**src/rtl/holy_lite_arbiter_if.sv**
```systemverilog
`default_nettype none
// ============================================================================
//  Module   : axi_lite_if
//  Purpose  : 32-bit AXI-Lite bundle (AW, W, B, AR, R channels).
//  Modports : master - drives addresses, data, valids and response readies
//             slave  - drives address/data readies and responses
//  Revision : 1.0 - initial release
// ============================================================================
interface axi_lite_if;
  logic [31:0] awaddr;
  logic        awvalid;
  logic        awready;
  logic [31:0] wdata;
  logic [3:0]  wstrb;
  logic        wvalid;
  logic        wready;
  logic [1:0]  bresp;
  logic        bvalid;
  logic        bready;
  logic [31:0] araddr;
  logic        arvalid;
  logic        arready;
  logic [31:0] rdata;
  logic [1:0]  rresp;
  logic        rvalid;
  logic        rready;

  modport master (
    output awaddr, awvalid, wdata, wstrb, wvalid, bready, araddr, arvalid, rready,
    input  awready, wready, bresp, bvalid, arready, rdata, rresp, rvalid
  );

  modport slave (
    input  awaddr, awvalid, wdata, wstrb, wvalid, bready, araddr, arvalid, rready,
    output awready, wready, bresp, bvalid, arready, rdata, rresp, rvalid
  );
endinterface
`default_nettype wire

```
**src/rtl/holy_lite_arbiter.sv**
```systemverilog
`default_nettype none
// ============================================================================
//  Module   : holy_lite_arbiter
//  Purpose  : Two-requester AXI-Lite arbiter with a single outstanding
//             transaction on the shared downstream bus.
//  Ports    : clk      - rising-edge clock
//             rst_n    - asynchronous active-low reset
//             s0, s1   - requester ports (axi_lite_if.slave)
//             m        - shared downstream bus (axi_lite_if.master)
//             grant    - one-hot owner of m (01 = s0, 10 = s1, 00 = none)
//             arb_busy - high whenever the FSM is not IDLE
//  Params   : FIXED_PRIORITY - 0 = round-robin, 1 = s0 wins contention
//  Revision : 1.0 - initial release
// ============================================================================
module holy_lite_arbiter #(
  parameter int FIXED_PRIORITY = 0
) (
  input  logic        clk,
  input  logic        rst_n,
  axi_lite_if.slave   s0,
  axi_lite_if.slave   s1,
  axi_lite_if.master  m,
  output logic [1:0]  grant,
  output logic        arb_busy
);

  localparam logic [1:0] c_IDLE     = 2'b00;
  localparam logic [1:0] c_GRANT_RD = 2'b01;
  localparam logic [1:0] c_GRANT_WR = 2'b10;

  logic [1:0] r_state;
  logic       r_owner;     // 0 = s0, 1 = s1
  logic       r_rr_last;   // last port served; 1 = s1
  logic       r_aw_done;
  logic       r_w_done;
  logic       r_ar_done;

  logic w_req0, w_req1, w_win, w_win_aw;
  logic w_in_wr, w_in_rd, w_sel1;

  assign w_req0 = s0.awvalid | s0.arvalid;
  assign w_req1 = s1.awvalid | s1.arvalid;

  // s1 wins when it is the only requester, or under round-robin when s0
  // was served last.
  assign w_win    = w_req1 & (~w_req0 | ((FIXED_PRIORITY == 0) & ~r_rr_last));
  // Within the winning port a pending write beats a pending read.
  assign w_win_aw = w_win ? s1.awvalid : s0.awvalid;

  assign w_in_wr = (r_state == c_GRANT_WR);
  assign w_in_rd = (r_state == c_GRANT_RD);
  // Addr/data path follows the owner while busy, otherwise rests on s0.
  assign w_sel1  = (r_state != c_IDLE) & r_owner;

  assign arb_busy = (r_state != c_IDLE);
  assign grant    = (w_in_wr | w_in_rd) ? (r_owner ? 2'b10 : 2'b01) : 2'b00;

  // ---------------------------------------------------------------- to m
  assign m.awaddr  = w_sel1 ? s1.awaddr : s0.awaddr;
  assign m.wdata   = w_sel1 ? s1.wdata  : s0.wdata;
  assign m.wstrb   = w_sel1 ? s1.wstrb  : s0.wstrb;
  assign m.araddr  = w_sel1 ? s1.araddr : s0.araddr;

  // Valids are masked once their channel has handshaken so the owner may
  // hold them without creating a second beat downstream.
  assign m.awvalid = w_in_wr & ~r_aw_done & (w_sel1 ? s1.awvalid : s0.awvalid);
  assign m.wvalid  = w_in_wr & ~r_w_done  & (w_sel1 ? s1.wvalid  : s0.wvalid);
  assign m.bready  = w_in_wr & (w_sel1 ? s1.bready : s0.bready);
  assign m.arvalid = w_in_rd & ~r_ar_done & (w_sel1 ? s1.arvalid : s0.arvalid);
  assign m.rready  = w_in_rd & (w_sel1 ? s1.rready : s0.rready);

  // ------------------------------------------------------ back to owners
  assign s0.awready = w_in_wr & ~r_owner & ~r_aw_done & m.awready;
  assign s0.wready  = w_in_wr & ~r_owner & ~r_w_done  & m.wready;
  assign s0.bvalid  = w_in_wr & ~r_owner & m.bvalid;
  assign s0.bresp   = m.bresp;
  assign s0.arready = w_in_rd & ~r_owner & ~r_ar_done & m.arready;
  assign s0.rvalid  = w_in_rd & ~r_owner & m.rvalid;
  assign s0.rdata   = m.rdata;
  assign s0.rresp   = m.rresp;

  assign s1.awready = w_in_wr & r_owner & ~r_aw_done & m.awready;
  assign s1.wready  = w_in_wr & r_owner & ~r_w_done  & m.wready;
  assign s1.bvalid  = w_in_wr & r_owner & m.bvalid;
  assign s1.bresp   = m.bresp;
  assign s1.arready = w_in_rd & r_owner & ~r_ar_done & m.arready;
  assign s1.rvalid  = w_in_rd & r_owner & m.rvalid;
  assign s1.rdata   = m.rdata;
  assign s1.rresp   = m.rresp;

  // ------------------------------------------------------------------ FSM
  always_ff @(posedge clk or negedge rst_n) begin
    if (!rst_n) begin
      r_state   <= c_IDLE;
      r_owner   <= 1'b0;
      r_rr_last <= 1'b1;
      r_aw_done <= 1'b0;
      r_w_done  <= 1'b0;
      r_ar_done <= 1'b0;
    end else begin
      case (r_state)
        c_IDLE: begin
          r_aw_done <= 1'b0;
          r_w_done  <= 1'b0;
          r_ar_done <= 1'b0;
          if (w_req0 | w_req1) begin
            r_owner <= w_win;
            r_state <= w_win_aw ? c_GRANT_WR : c_GRANT_RD;
          end
        end
        c_GRANT_WR: begin
          if (m.awvalid && m.awready) r_aw_done <= 1'b1;
          if (m.wvalid && m.wready)   r_w_done  <= 1'b1;
          if (m.bvalid && m.bready) begin
            r_state   <= c_IDLE;
            r_rr_last <= r_owner;
          end
        end
        c_GRANT_RD: begin
          if (m.arvalid && m.arready) r_ar_done <= 1'b1;
          if (m.rvalid && m.rready) begin
            r_state   <= c_IDLE;
            r_rr_last <= r_owner;
          end
        end
        default: r_state <= c_IDLE;
      endcase
    end
  end

endmodule
`default_nettype wire

```
**src/flat_wrapper.sv**
```systemverilog
// flat-port wrapper written by rule: the top's interface ports become plain ports
module holy_lite_arbiter_flat 
#(
  parameter int FIXED_PRIORITY = 0
)
  (clk, rst_n, grant, arb_busy, s0_awaddr, s0_awvalid, s0_wdata, s0_wstrb, s0_wvalid, s0_bready, s0_araddr, s0_arvalid, s0_rready, s0_awready, s0_wready, s0_bresp, s0_bvalid, s0_arready, s0_rdata, s0_rresp, s0_rvalid, s1_awaddr, s1_awvalid, s1_wdata, s1_wstrb, s1_wvalid, s1_bready, s1_araddr, s1_arvalid, s1_rready, s1_awready, s1_wready, s1_bresp, s1_bvalid, s1_arready, s1_rdata, s1_rresp, s1_rvalid, m_awaddr, m_awvalid, m_wdata, m_wstrb, m_wvalid, m_bready, m_araddr, m_arvalid, m_rready, m_awready, m_wready, m_bresp, m_bvalid, m_arready, m_rdata, m_rresp, m_rvalid);
  axi_lite_if s0_i ();
  axi_lite_if s1_i ();
  axi_lite_if m_i ();
  input  logic clk;
  input  logic rst_n;
  output logic [1:0] grant;
  output logic arb_busy;
  input wire logic [$bits(s0_i.awaddr)-1:0] s0_awaddr;
  input wire logic [$bits(s0_i.awvalid)-1:0] s0_awvalid;
  input wire logic [$bits(s0_i.wdata)-1:0] s0_wdata;
  input wire logic [$bits(s0_i.wstrb)-1:0] s0_wstrb;
  input wire logic [$bits(s0_i.wvalid)-1:0] s0_wvalid;
  input wire logic [$bits(s0_i.bready)-1:0] s0_bready;
  input wire logic [$bits(s0_i.araddr)-1:0] s0_araddr;
  input wire logic [$bits(s0_i.arvalid)-1:0] s0_arvalid;
  input wire logic [$bits(s0_i.rready)-1:0] s0_rready;
  output wire logic [$bits(s0_i.awready)-1:0] s0_awready;
  output wire logic [$bits(s0_i.wready)-1:0] s0_wready;
  output wire logic [$bits(s0_i.bresp)-1:0] s0_bresp;
  output wire logic [$bits(s0_i.bvalid)-1:0] s0_bvalid;
  output wire logic [$bits(s0_i.arready)-1:0] s0_arready;
  output wire logic [$bits(s0_i.rdata)-1:0] s0_rdata;
  output wire logic [$bits(s0_i.rresp)-1:0] s0_rresp;
  output wire logic [$bits(s0_i.rvalid)-1:0] s0_rvalid;
  input wire logic [$bits(s1_i.awaddr)-1:0] s1_awaddr;
  input wire logic [$bits(s1_i.awvalid)-1:0] s1_awvalid;
  input wire logic [$bits(s1_i.wdata)-1:0] s1_wdata;
  input wire logic [$bits(s1_i.wstrb)-1:0] s1_wstrb;
  input wire logic [$bits(s1_i.wvalid)-1:0] s1_wvalid;
  input wire logic [$bits(s1_i.bready)-1:0] s1_bready;
  input wire logic [$bits(s1_i.araddr)-1:0] s1_araddr;
  input wire logic [$bits(s1_i.arvalid)-1:0] s1_arvalid;
  input wire logic [$bits(s1_i.rready)-1:0] s1_rready;
  output wire logic [$bits(s1_i.awready)-1:0] s1_awready;
  output wire logic [$bits(s1_i.wready)-1:0] s1_wready;
  output wire logic [$bits(s1_i.bresp)-1:0] s1_bresp;
  output wire logic [$bits(s1_i.bvalid)-1:0] s1_bvalid;
  output wire logic [$bits(s1_i.arready)-1:0] s1_arready;
  output wire logic [$bits(s1_i.rdata)-1:0] s1_rdata;
  output wire logic [$bits(s1_i.rresp)-1:0] s1_rresp;
  output wire logic [$bits(s1_i.rvalid)-1:0] s1_rvalid;
  output wire logic [$bits(m_i.awaddr)-1:0] m_awaddr;
  output wire logic [$bits(m_i.awvalid)-1:0] m_awvalid;
  output wire logic [$bits(m_i.wdata)-1:0] m_wdata;
  output wire logic [$bits(m_i.wstrb)-1:0] m_wstrb;
  output wire logic [$bits(m_i.wvalid)-1:0] m_wvalid;
  output wire logic [$bits(m_i.bready)-1:0] m_bready;
  output wire logic [$bits(m_i.araddr)-1:0] m_araddr;
  output wire logic [$bits(m_i.arvalid)-1:0] m_arvalid;
  output wire logic [$bits(m_i.rready)-1:0] m_rready;
  input wire logic [$bits(m_i.awready)-1:0] m_awready;
  input wire logic [$bits(m_i.wready)-1:0] m_wready;
  input wire logic [$bits(m_i.bresp)-1:0] m_bresp;
  input wire logic [$bits(m_i.bvalid)-1:0] m_bvalid;
  input wire logic [$bits(m_i.arready)-1:0] m_arready;
  input wire logic [$bits(m_i.rdata)-1:0] m_rdata;
  input wire logic [$bits(m_i.rresp)-1:0] m_rresp;
  input wire logic [$bits(m_i.rvalid)-1:0] m_rvalid;
  assign s0_i.awaddr = s0_awaddr;
  assign s0_i.awvalid = s0_awvalid;
  assign s0_i.wdata = s0_wdata;
  assign s0_i.wstrb = s0_wstrb;
  assign s0_i.wvalid = s0_wvalid;
  assign s0_i.bready = s0_bready;
  assign s0_i.araddr = s0_araddr;
  assign s0_i.arvalid = s0_arvalid;
  assign s0_i.rready = s0_rready;
  assign s0_awready = s0_i.awready;
  assign s0_wready = s0_i.wready;
  assign s0_bresp = s0_i.bresp;
  assign s0_bvalid = s0_i.bvalid;
  assign s0_arready = s0_i.arready;
  assign s0_rdata = s0_i.rdata;
  assign s0_rresp = s0_i.rresp;
  assign s0_rvalid = s0_i.rvalid;
  assign s1_i.awaddr = s1_awaddr;
  assign s1_i.awvalid = s1_awvalid;
  assign s1_i.wdata = s1_wdata;
  assign s1_i.wstrb = s1_wstrb;
  assign s1_i.wvalid = s1_wvalid;
  assign s1_i.bready = s1_bready;
  assign s1_i.araddr = s1_araddr;
  assign s1_i.arvalid = s1_arvalid;
  assign s1_i.rready = s1_rready;
  assign s1_awready = s1_i.awready;
  assign s1_wready = s1_i.wready;
  assign s1_bresp = s1_i.bresp;
  assign s1_bvalid = s1_i.bvalid;
  assign s1_arready = s1_i.arready;
  assign s1_rdata = s1_i.rdata;
  assign s1_rresp = s1_i.rresp;
  assign s1_rvalid = s1_i.rvalid;
  assign m_awaddr = m_i.awaddr;
  assign m_awvalid = m_i.awvalid;
  assign m_wdata = m_i.wdata;
  assign m_wstrb = m_i.wstrb;
  assign m_wvalid = m_i.wvalid;
  assign m_bready = m_i.bready;
  assign m_araddr = m_i.araddr;
  assign m_arvalid = m_i.arvalid;
  assign m_rready = m_i.rready;
  assign m_i.awready = m_awready;
  assign m_i.wready = m_wready;
  assign m_i.bresp = m_bresp;
  assign m_i.bvalid = m_bvalid;
  assign m_i.arready = m_arready;
  assign m_i.rdata = m_rdata;
  assign m_i.rresp = m_rresp;
  assign m_i.rvalid = m_rvalid;
  holy_lite_arbiter #(.FIXED_PRIORITY(FIXED_PRIORITY)) u_core (.clk(clk), .rst_n(rst_n), .s0(s0_i), .s1(s1_i), .m(m_i), .grant(grant), .arb_busy(arb_busy));
endmodule
```
**config.mk**
```make
export PLATFORM = sky130hd
export DESIGN_NAME = holy_lite_arbiter_flat
export DESIGN_NICKNAME = d
export VERILOG_FILES = /design/src/rtl/holy_lite_arbiter_if.sv /design/src/rtl/holy_lite_arbiter.sv /design/src/flat_wrapper.sv
export SDC_FILE = /design/constraint.sdc
export NUM_CORES = 1
export LEC_CHECK = 0
export ABC_AREA = 1
export BUFFER_PORTS_ARGS = -buffer_cell sky130_fd_sc_hd__buf_2
export CORE_AREA = 5 5 167 169
export DETAILED_ROUTE_END_ITERATION = 7
export DIE_AREA = 0 0 172 174
export SETUP_SLACK_MARGIN = 0.4
export SKIP_CTS_REPAIR_TIMING = 1
export SLEW_MARGIN = 30
export SYNTH_ARGS = -nofsm -noshare
export SYNTH_HDL_FRONTEND = slang
export SYNTH_SLANG_ARGS = --single-unit
```
**constraint.sdc**
```tcl
create_clock -name clk -period 2 [get_ports clk]
set_clock_uncertainty 0.15 [all_clocks]
set_input_delay 0.2 -clock clk [delete_from_list [all_inputs] [get_ports clk]]
set_output_delay 0.2 -clock clk [all_outputs]
set_load 0.02 [all_outputs]
```
==> flow_metrics.env, run 1 <==
export IMPL_antenna_found_initial=0
export IMPL_grt_pass1_wl_microns=18100
export IMPL_status="finished, violations left"
export IMPL_grt_start_max_net_pins=55
export IMPL_placed_area_sq_um=4290
export IMPL_failed_checks="setup timing"
export IMPL_rsz0062_at_grt="true"
export IMPL_wl_microns=16900
export IMPL_synth_cell_area_sq_um=2480
export IMPL_drc=0
export IMPL_power_density_nw_per_um2=1570
export IMPL_worstPathArrival_ps=1750
export IMPL_io_pin_count=443
export IMPL_hold_viol=0
export IMPL_fin_crit_ps=2100
export IMPL_core_area_sq_um=26400
export IMPL_die_height_microns=174
export IMPL_die_area_sq_um=29900
export IMPL_setup_viol=103
export IMPL_htree_levels=1
export IMPL_num_fill_cells=2973
export IMPL_vias=4095
export IMPL_yosysWarnings=0
export IMPL_worstPathRequired_ps=1650
export IMPL_nNetsFinal=1035
export IMPL_n_antenna_cell=0
export IMPL_hp_class="input port to register"
export IMPL_drtAntennaViolNets=0
export IMPL_post_place_ws_ps=95.2
export IMPL_grt_pass1_vias=3558
export IMPL_die_x_microns=172
export IMPL_tns_ps=-5500
export IMPL_clk_pin_slew_ps=40
export IMPL_startpoint_type="register"
export IMPL_place_hpwl_microns=11600
export IMPL_period_share_pct=105
export IMPL_drt_pass1_iterations=4
export IMPL_fmax_ghz=0.476
export IMPL_numCtsBuffers=3
export IMPL_first_iter_violations=167
export IMPL_insertion_delay_ps=230
export IMPL_layout_setup_ws_ps=-101
export IMPL_max_cap_violations=0
export IMPL_syn2layout_area_growth_pct=118
export IMPL_synthCells=503
export IMPL_final_area_sq_um=5400
export IMPL_gr_total_overflow=0
export IMPL_path_class="register to output port"
export IMPL_synth_seq_cells=7
export IMPL_peakVddDrop_mv=0.597
export IMPL_synth_edf_count=0
export IMPL_path_max_fanout=7
export IMPL_ys_types=27
export IMPL_grt_usage_pct=7.35
export IMPL_asyncSetResetFlopFracSynth_pct=100
export IMPL_layout_drive_gt1_share_pct=67.6
export IMPL_cts_tree="yes"
export IMPL_syn_nets=759
export IMPL_cts_root_buf="clkbuf_16"
export IMPL_viasPerCell=3.66
export IMPL_cts_sinks=7
export IMPL_avgRoutedWirePerCell_microns=15.1
export IMPL_end_kind="output port"
export IMPL_synth_flop_cell="dfrtp_1"
export IMPL_yosysSeqAreaShare_pct=7.12
export IMPL_port_buffers=334
export IMPL_avgSynthCellArea_sq_um=4.93
export IMPL_cts_buffer_depth=2
export IMPL_start_util_pct=9.38
export IMPL_max_slew_margin_pct=77.9
export IMPL_rows=60
export IMPL_leakagePower_nw=3.10
export IMPL_drv_slew=0
export IMPL_gp_congestion=0.857
export IMPL_worst_pin_slew_ps=328
## routing by layer
metal  track usage, %  routed length (microns)  vias to the layer above
li1                 -                        -                     1990
met1             7.98                     6270                     1822
met2             13.9                     8640                      274
met3             2.77                     1910                        9
met4            0.655                      120                        0
met5                0                        0                        -
## state kept, by name, indices dropped and copies added (netlist names)
signal and cells:
u_core.r_rr_last 1, u_core.r_state 2, u_core.r_ar_done 1, u_core.r_w_done 1, u_core.r_aw_done 1, u_core.r_owner 1
## where the power goes
group          total, W  internal, W  switching, W
registers      0.000301     0.000205     0.0000968
clock network  0.000333     0.000265     0.0000685
logic           0.00786      0.00339       0.00447
total           0.00849      0.00386       0.00463
## synth_stat cells (2+ instances only)
library cell | count | area share [%]
a21oi_1 | 2 | 0.40
buf_2 | 10 | 2.0
buf_4 | 84 | 25
dfrtp_1 | 6 | 6.1
ha_1 | 3 | 1.5
inv_1 | 19 | 2.9
inv_2 | 2 | 0.30
nand2_1 | 330 | 50
nand2_2 | 2 | 0.50
nand3_1 | 7 | 1.4
nor2_1 | 13 | 2.0
nor3_1 | 6 | 1.2
o21ai_0 | 4 | 0.81
o21ai_1 | 2 | 0.40
## final timing paths
check	start	end	slack [ps]	cells after the start
hold / removal	m_wready	u_core.r_w_done$_DFFE_PN0P_	70	3
hold reg to reg	u_core.r_rr_last$_DFFE_PN1P_	u_core.r_rr_last$_DFFE_PN1P_	310	2
max in group asynchronous	rst_n	u_core.r_rr_last$_DFFE_PN1P_	1280	2
min in group asynchronous	rst_n	u_core.r_state[1]$_DFFE_PN0P_	190	2
setup reg to reg	u_core.r_state[1]$_DFFE_PN0P_	u_core.r_state[1]$_DFFE_PN0P_	160	10
setup / recovery	u_core.r_state[0]$_DFFE_PN0P_	m_awvalid	-100	7
## final cells by class
cell class	count	area (sq um)	share of cell area, %
timing repair buffer	365	2590	47.9
multi-input combinational	381	2040	37.8
tap	341	427	7.90
sequential	7	178	3.29
inverter	21	86.3	1.60
clock buffer	4	78.8	1.46
## per-stage QoR
step           instances  total power [W]  util (%)  hold WS (ps)
2_1_floorplan        503          0.00424         -          -246
3_3_place_gp        1090          0.00567      16.2          -102
3_5_place_dp        1090          0.00573      16.2          -104
4_1_cts             1094          0.00609      16.5          -343
5_1_grt             1119          0.00905      20.4          71.6
6_report            1119          0.00849      20.4          67.6
## cells by family after synthesis
logic type / Yosys count / synth area share, %
AND/OR/NAND/NOR: 365 / 57.6
AO/OA/AOI/OAI: 12 / 2.93
adder cells (fa/ha/maj): 3 / 1.51
flip-flops: 7 / 7.12
buffers and inverters: 116 / 30.8
## placed cells by master (no fill, tap or decap), types with 2 or more instances in the layout
cell / count
a21oi_2: 2
buf_12: 10
buf_16: 2
buf_2: 242
buf_4: 65
buf_6: 34
clkbuf_16: 12
clkbuf_4: 2
dfrtp_1: 5
inv_1: 16
inv_2: 4
nand2_1: 200
nand2_2: 120
nand2_4: 12
nand2_8: 2
nand3_1: 6
nand3_2: 2
nor2_1: 10
nor2_2: 3
nor2_4: 2
nor3_1: 3
nor3_2: 3
o21ai_0: 4
o21ai_1: 2
## critical path, cell delays in order (launching register included)
cell,delay [ps]
dfrtp_1,400
inv_2,90
ha_4,180
nor2_4,80
buf_12,150
buf_12,150
a2111oi_4,270
buf_4,190
(Power assumes the default switching activity.)
==> inputs of run 2 (changes only) <==
ABC_AREA = unset   (was 1)
CORE_AREA = 5 5 169 171   (was 5 5 167 169)
DIE_AREA = 0 0 174 176   (was 0 0 172 174)
==> run 2 against run 1 <==
Effect of this change:
- the run still ends with setup timing left
- critical path type unchanged
- highest routed layer is now met5
- wire length increased by 8.3%
- die area increased by 2.3%
- clock power increased by 5%
- utilization increased by 1.4 points
- worst hold slack improved by 1.5 ps
- power increased by 11%
- synthesized cell count decreased by 5.2%
- register-to-register slack got worse by 60 ps
==> flow_metrics.env, run 2 <==
export IMPL_status="finished, violations left"
export IMPL_failed_checks="setup timing"
export IMPL_yosysWarnings=0
export IMPL_die_area_sq_um=30600
export IMPL_path_max_fanout=6
export IMPL_cp_cell_sequence="inv_2 > ha_4 > nand2b_4 > buf_12 > mux2i_1 > nor3b_2 > buf_4"
export IMPL_period_share_pct=106
export IMPL_drc=0
export IMPL_synth_edf_count=0
export IMPL_fmax_ghz=0.471
export IMPL_power_density_nw_per_um2=1610
export IMPL_start_util_pct=9.20
export IMPL_syn_nets=733
export IMPL_drv_slew=0
export IMPL_core_area_sq_um=26700
export IMPL_die_x_microns=174
export IMPL_cp_startpoint="u_core.r_state[0]$_DFFE_PN0P_"
export IMPL_cts_buffer_depth=2
export IMPL_power_total_w=0.00941
export IMPL_layout_drive_gt1_share_pct=74.7
export IMPL_die_height_microns=176
export IMPL_grt_pass1_wl_microns=20200
export IMPL_startpoint_type="register"
export IMPL_rows=60
export IMPL_synthCells=477
export IMPL_cts_sinks=7
export IMPL_synth_flop_cell="dfrtp_1"
export IMPL_hold_viol=0
export IMPL_cp_slowest_cell="dfrtp_1"
export IMPL_end_kind="output port"
export IMPL_avgRoutedWirePerCell_microns=16.7
export IMPL_fin_cells=1099
export IMPL_synth_area_top_cells="nand2_1, buf_4, dfrtp_1, buf_2, clkbuf_1"
export IMPL_insertion_delay_ps=240
export IMPL_setup_viol=81
export IMPL_place_inst=1063
export IMPL_htree_levels=1
export IMPL_gr_total_overflow=0
export IMPL_grt_usage_pct=8.06
export IMPL_worst_pin_slew_ps=407
export IMPL_cts_tree="yes"
export IMPL_wl_microns=18400
export IMPL_grt_pass1_vias=3825
export IMPL_drtAntennaViolNets=0
export IMPL_path_class="register to output port"
export IMPL_fin_crit_ps=2130
export IMPL_yosysMostFrequentCell="nand2_1"
export IMPL_port_buffers=334
export IMPL_yosysSeqAreaShare_pct=7.17
export IMPL_num_fill_cells=2957
export IMPL_synth_seq_cells=7
export IMPL_grt_start_max_net_pins=52
export IMPL_top_register="u_core.r_state"
export IMPL_post_route_util_pct=21.8
export IMPL_hold_ws_ps=69.1
export IMPL_leakagePower_nw=3.23
export IMPL_critPathMaxStageDelay_ps=380
export IMPL_vias=4129
export IMPL_final_common_cell="buf_2"
export IMPL_gp_congestion=0.863
export IMPL_tns_ps=-2870
export IMPL_first_iter_violations=177
export IMPL_max_slew_margin_pct=72.9
export IMPL_antenna_found_initial=2
export IMPL_max_cap_violations=0
export IMPL_nNetsFinal=1015
export IMPL_peakVddDrop_mv=0.678
export IMPL_synth_top_cell_area_share_pct=47.5
export IMPL_synth_common_cells="nand2_1, buf_4, buf_2, clkbuf_1, inv_1"
export IMPL_io_pin_count=443
export IMPL_ys_types=37
export IMPL_layout_common_cells="buf_2, nand2_1, nand2_2"
export IMPL_synth_top_cell_by_area="nand2_1"
export IMPL_hp_start="m_wready"
export IMPL_layout_setup_ws_ps=-125
export IMPL_worstPathRequired_ps=1650
export IMPL_asyncSetResetFlopFracSynth_pct=100
export IMPL_n_antenna_cell=0
export IMPL_rr_startpoint="u_core.r_state[0]$_DFFE_PN0P_"
export IMPL_hp_class="input port to register"
export IMPL_viasPerCell=3.76
export IMPL_place_hpwl_microns=12000
export IMPL_syn2layout_area_growth_pct=137
export IMPL_drt_pass1_iterations=4
export IMPL_worstPathArrival_ps=1780
export IMPL_rsz0062_at_grt="true"
export IMPL_clk_pin_slew_ps=40
export IMPL_largest_register_ffs=2
export IMPL_avgSynthCellArea_sq_um=5.16
export IMPL_numCtsBuffers=3
export IMPL_cts_root_buf="clkbuf_16"
export IMPL_synth_cell_area_sq_um=2460
==> run 2: final cells by class <==
class                      count  area [sq um]  area share (%)
timing repair buffer         376          2870            49.2
clock buffer                   4          78.8            1.35
tap                          341           427            7.31
multi-input combinational    364          2260            38.7
inverter                       7          26.3           0.450
sequential                     7           176            3.02
==> run 2: cells by family (layout without fill, tap and decap cells) <==
logic type                 Yosys count  in the layout  synth area share [%]
DFF                                  7              7                  7.17
and+or+nand+nor                    339            339                  55.5
adders and majority gates            3              3                  1.53
muxes                                4              4                  2.14
buffers and inverters              106            387                  28.1
AOI/OAI and AO/OA                   18             18                  5.60
==> run 2: metrics by stage <==
| stage | area, sq um | worst slack, ps |
|---|---|---|
| final | 5840 | -125 |
| after global routing | 5840 | -181 |
| after CTS | 4370 | -212 |
| after detailed placement | 4290 | 51.6 |
| after global placement | 4290 | 89.6 |
| after floorplan | 2780 | 217 |
==> run 2: power breakdown <==
group	switching (W)	internal, W
clock network	0.0000842	0.000266
registers	0.0000768	0.000214
logic	0.00471	0.00406
total	0.00487	0.00454
==> run 2: worst paths after layout <==
check                      slack (ps)  cells past startpoint                           end
hold reg to reg                   410                      1  u_core.r_aw_done$_DFFE_PN0P_
hold / removal                     70                      2   u_core.r_w_done$_DFFE_PN0P_
setup reg to reg                  100                      7  u_core.r_rr_last$_DFFE_PN1P_
max in group asynchronous        1280                      2  u_core.r_rr_last$_DFFE_PN1P_
min in group asynchronous         180                      2  u_core.r_aw_done$_DFFE_PN0P_
setup / recovery                 -130                      7                      m_wvalid
==> run 2: per-layer routing <==
layer	wire length (microns)	part of all wire, %	vias to the layer above	GRT usage (%)
met5	34	0.19	-	0
met4	262	1.4	4	1.75
met3	1820	9.9	21	3.53
met2	8880	48	280	14.4
met1	7360	40	1865	8.93
li1	-	-	1959	-
==> run 2: critical path, delay by kind of cell (launching register included) <==
kind / cells / cell delay (ps)
and+or+nand+nor: 2 / 430
buffers and inverters: 3 / 410
muxes: 1 / 140
adders and majority gates: 1 / 170
DFF: 1 / 380
